<file path="config.mk">
export PLATFORM = sky130hd
export DESIGN_NAME = ripple_carry_adder
export DESIGN_NICKNAME = d
export VERILOG_FILES = /design/src/rtl/ripple_carry_adder.sv
export SDC_FILE = /design/constraint.sdc
export NUM_CORES = 1
export LEC_CHECK = 0
export BUFFER_PORTS_ARGS = -buffer_cell sky130_fd_sc_hd__buf_4
export CAP_MARGIN = 20
export CORE_AREA = 5 5 42 44
export DETAILED_ROUTE_END_ITERATION = 16
export DIE_AREA = 0 0 47 49
export PLACE_DENSITY = 0.5
export SLEW_MARGIN = 25
export SYNTH_ARGS = -nofsm -noshare
export SYNTH_HDL_FRONTEND = slang
export SYNTH_HIERARCHICAL = 1
export SYNTH_SLANG_ARGS = --single-unit
</file>
<file path="constraint.sdc">
create_clock -name clk -period 1.7 [get_ports clk]
set_input_delay 0 -clock clk [delete_from_list [all_inputs] [get_ports clk]]
set_output_delay 0 -clock clk [all_outputs]
set_load 0.1 [all_outputs]
</file>
<file path="src/rtl/ripple_carry_adder.sv">
// Parametric ripple-carry adder with a registered {carry-out, sum} result.
// Operands and carry-in arrive on sw; the result is shown on ledr.

module full_adder_cell (
  input  logic a,
  input  logic b,
  input  logic cin,
  output logic s,
  output logic cout
);

  logic p;

  assign p    = a ^ b;
  assign s    = p ^ cin;
  assign cout = (a & b) | (cin & p);

endmodule

module ripple_carry_adder #(
  parameter int WIDTH = 4
) (
  input  logic               clk,
  input  logic               reset,
  input  logic [2*WIDTH:0]   sw,
  output logic [WIDTH:0]     ledr
);

  logic [WIDTH-1:0] a;
  logic [WIDTH-1:0] b;
  logic [WIDTH-1:0] s;
  logic [WIDTH:0]   c;

  assign b    = sw[WIDTH-1:0];
  assign a    = sw[2*WIDTH-1:WIDTH];
  assign c[0] = sw[2*WIDTH];

  // Carry ripples cell-to-cell; the chain from c[0] to c[WIDTH] is the critical path.
  for (genvar i = 0; i < WIDTH; i++) begin : g_cell
    full_adder_cell u_fa (
      .a    (a[i]),
      .b    (b[i]),
      .cin  (c[i]),
      .s    (s[i]),
      .cout (c[i+1])
    );
  end

  always_ff @(posedge clk) begin
    if (reset) begin
      ledr <= '0;
    end else begin
      ledr <= {c[WIDTH], s};
    end
  end

endmodule

</file>
==> flow_summary_export.csv <==
group,metric,value,unit
run_status,outcome,"finished clean",
cts,cts_buffer_depth,2,
cts,htree_levels,1,
synthesis,synth_seq_cells,5,
sta,setup-violations-final,0,
cts,cts_resized,0,
floorplanning,initial_core_util,15.09,%
floorplanning,core,0.001401,mm2
setup_path,start_kind,"input pin",
placement,place_area,351.6,um2
layout,final_util,27.68,%
routing,wl_per_cell,10.06,um
layout,final_area,387.9,um2
synthesis,yosys.area.top_type,"dfxtp_1",
sta,rsz0062_at_grt,"false",
cts,clock-sinks,5,
layout,top_regs,"ledr: 5 flops",
power_and_ir_drop,p_leak,0.1722,nW
synthesis,synth_area,211.5,um2
cts,cts_buffers,3,
floorplanning,dieArea,0.002303,mm2
sta,hold_viol_final,0,
floorplanning,rows,14,
sta,fin_crit_sh,96.70,%
synthesis,synth_xor_xnor_area_share,0,%
worst_hold_path,hold_class,"in -> reg",
synthesis,ys_seq_area_share,47.34,%
sta,finalCriticalPeriod,1.644,ns
placement,gp_congestion,0.7229,
synthesis,synth_compound_area_share,0,%
layout,drive_above_1_share,61.76,%
global_routing,antenna_found_initial,0,
synthesis,synth-simple-area-share,14.79,%
routing,routed_wl,503,um
floorplanning,die_w,47,um
power_and_ir_drop,p_total,437.0,uW
cts,hold_buffers,1,
job,maxCapViolCount,0,
sta,setup-tns-final,0,ns
cts,post_cts_buffers,0,
synthesis,synth-adder-area-share,37.87,%
setup_path,cp.arrival,1.78,ns
setup_path,crit_start,"sw[4]",
setup_path,crit_type,"in -> reg",
routing,drc_errors,0,
routing,via_per_inst,3.420,
synthesis,synthCells,14,
layout,area_growth,83.43,%
synthesis,ys_warn_count,6,
sta,drv_slew,0,
synthesis,synth.top_cell.area_share,47.34,%
layout,diodes,0,
global_routing,grt_pass1_vias,217,
layout,layout_common_cells,"buf_4 (15), nor2b_1 (5), dfxtp_1 (5)",
global_routing,grt_max_degree,6,
cts,root_buffer,"clkbuf_4",
floorplanning,io_pins,16,
sta,fmax,608.3,MHz
layout,largest_reg_flops,5,
synthesis,synth_top_family_by_area,"adder cells",
routing,drt_iter0_drc,0,
layout,final_common_cell,"buf_4",
sta,tightest_slew,0.2829,ns
setup_path,endpoint,"ledr[3]$_SDFF_PP0_",
routing,firstDrtPassIters,1,
global_routing,grtUsageTotal,6.091,%
synthesis,yosys-top-cells-area,"dfxtp_1 (47%), fa_1 (38%), nor2b_1 (15%)",
placement,place_ws,-0.2101,ns
setup_path,cp.required,1.83,ns
layout,regMostFlops,"ledr",
synthesis,syn_area_per_cell,15.10,um2
setup_path,worstSetupEndpointType,"register",
cts,clk_pin_slew_worst_paths,0.04,ns
routing,vias,171,
floorplanning,chipHeight,49,um
global_routing,grt_pass1_wl,848,um
power_and_ir_drop,ir_drop,290.9,uV
placement,io_buffers,15,
power_and_ir_drop,power.density,1127,mW/mm2
synthesis,syn_nets,29,
layout,layout.nets,50,
sta,relSlewSlack,81.29,%
setup_path,worstPathMaxFanout,1,
cts,cts_tree,"done",
sta,timing.final.ws_setup,0.05611,ns
routing,ant_nets,0,
synthesis,synthMuxAreaShare,0,%
worst_hold_path,whs_path_depth,3,
global_routing,grt_overflow_total,0,
synthesis,yosysUniqueCellTypes,3,
## per-stage QoR
step           hold slack, ns  std cells
6_report               0.1305         50
5_1_grt                0.1118         50
4_1_cts                0.1201         50
3_5_place_dp           0.2021         45
3_3_place_gp           0.1975         45
2_1_floorplan         0.07161         14
## cells by family after synthesis
| family | count (synthesis) |
|---|---|
| adders and majority gates | 4 |
| DFF | 5 |
| and+or+nand+nor | 5 |
## area by class of cell
cell class,count,area (um2)
fill,158,1013
timing repair buffer,16,122.6
multi-input combinational,9,118.9
sequential,5,100.1
clock buffer,4,26.28
tap,16,20.02
## routing by layer
layer	GRT usage, %	vias to the layer above	part of all wire (%)
met5	0	-	0
met4	4.147	0	0
met3	7.380	0	18
met2	7.240	16	44
met1	5.593	73	38
li1	-	82	-
## report_power, final
part / internal [mW] / switching [mW] / leakage (nW)
Clock: 0.0885 / 0.0446 / 0.0150
Combinational: 0.0492 / 0.120 / 0.116
Sequential: 0.131 / 0.00351 / 0.0417
## how the worst min path moves through the flow
stage | start | slack (ns) | end
2_1_floorplan | reset | 0.07 | ledr[0]$_SDFF_PP0_
3_3_place_gp | reset | 0.20 | ledr[3]$_SDFF_PP0_
3_5_place_dp | reset | 0.20 | ledr[3]$_SDFF_PP0_
4_1_cts | sw[3] | 0.12 | ledr[3]$_SDFF_PP0_
5_1_grt | sw[3] | 0.11 | ledr[3]$_SDFF_PP0_
6_report | sw[3] | 0.13 | ledr[3]$_SDFF_PP0_
## Yosys cell counts (all sizes together)
master / count
dfxtp: 5
fa: 4
nor2b: 5
## worst max-delay path, stage by stage
cell	delay, ns
buf_4	0.12
fa_2	0.39
fa_2	0.37
fa_2	0.35
fa_1	0.42
nor2b_1	0.13
Note: power is estimated with default switching activity, not from simulation.
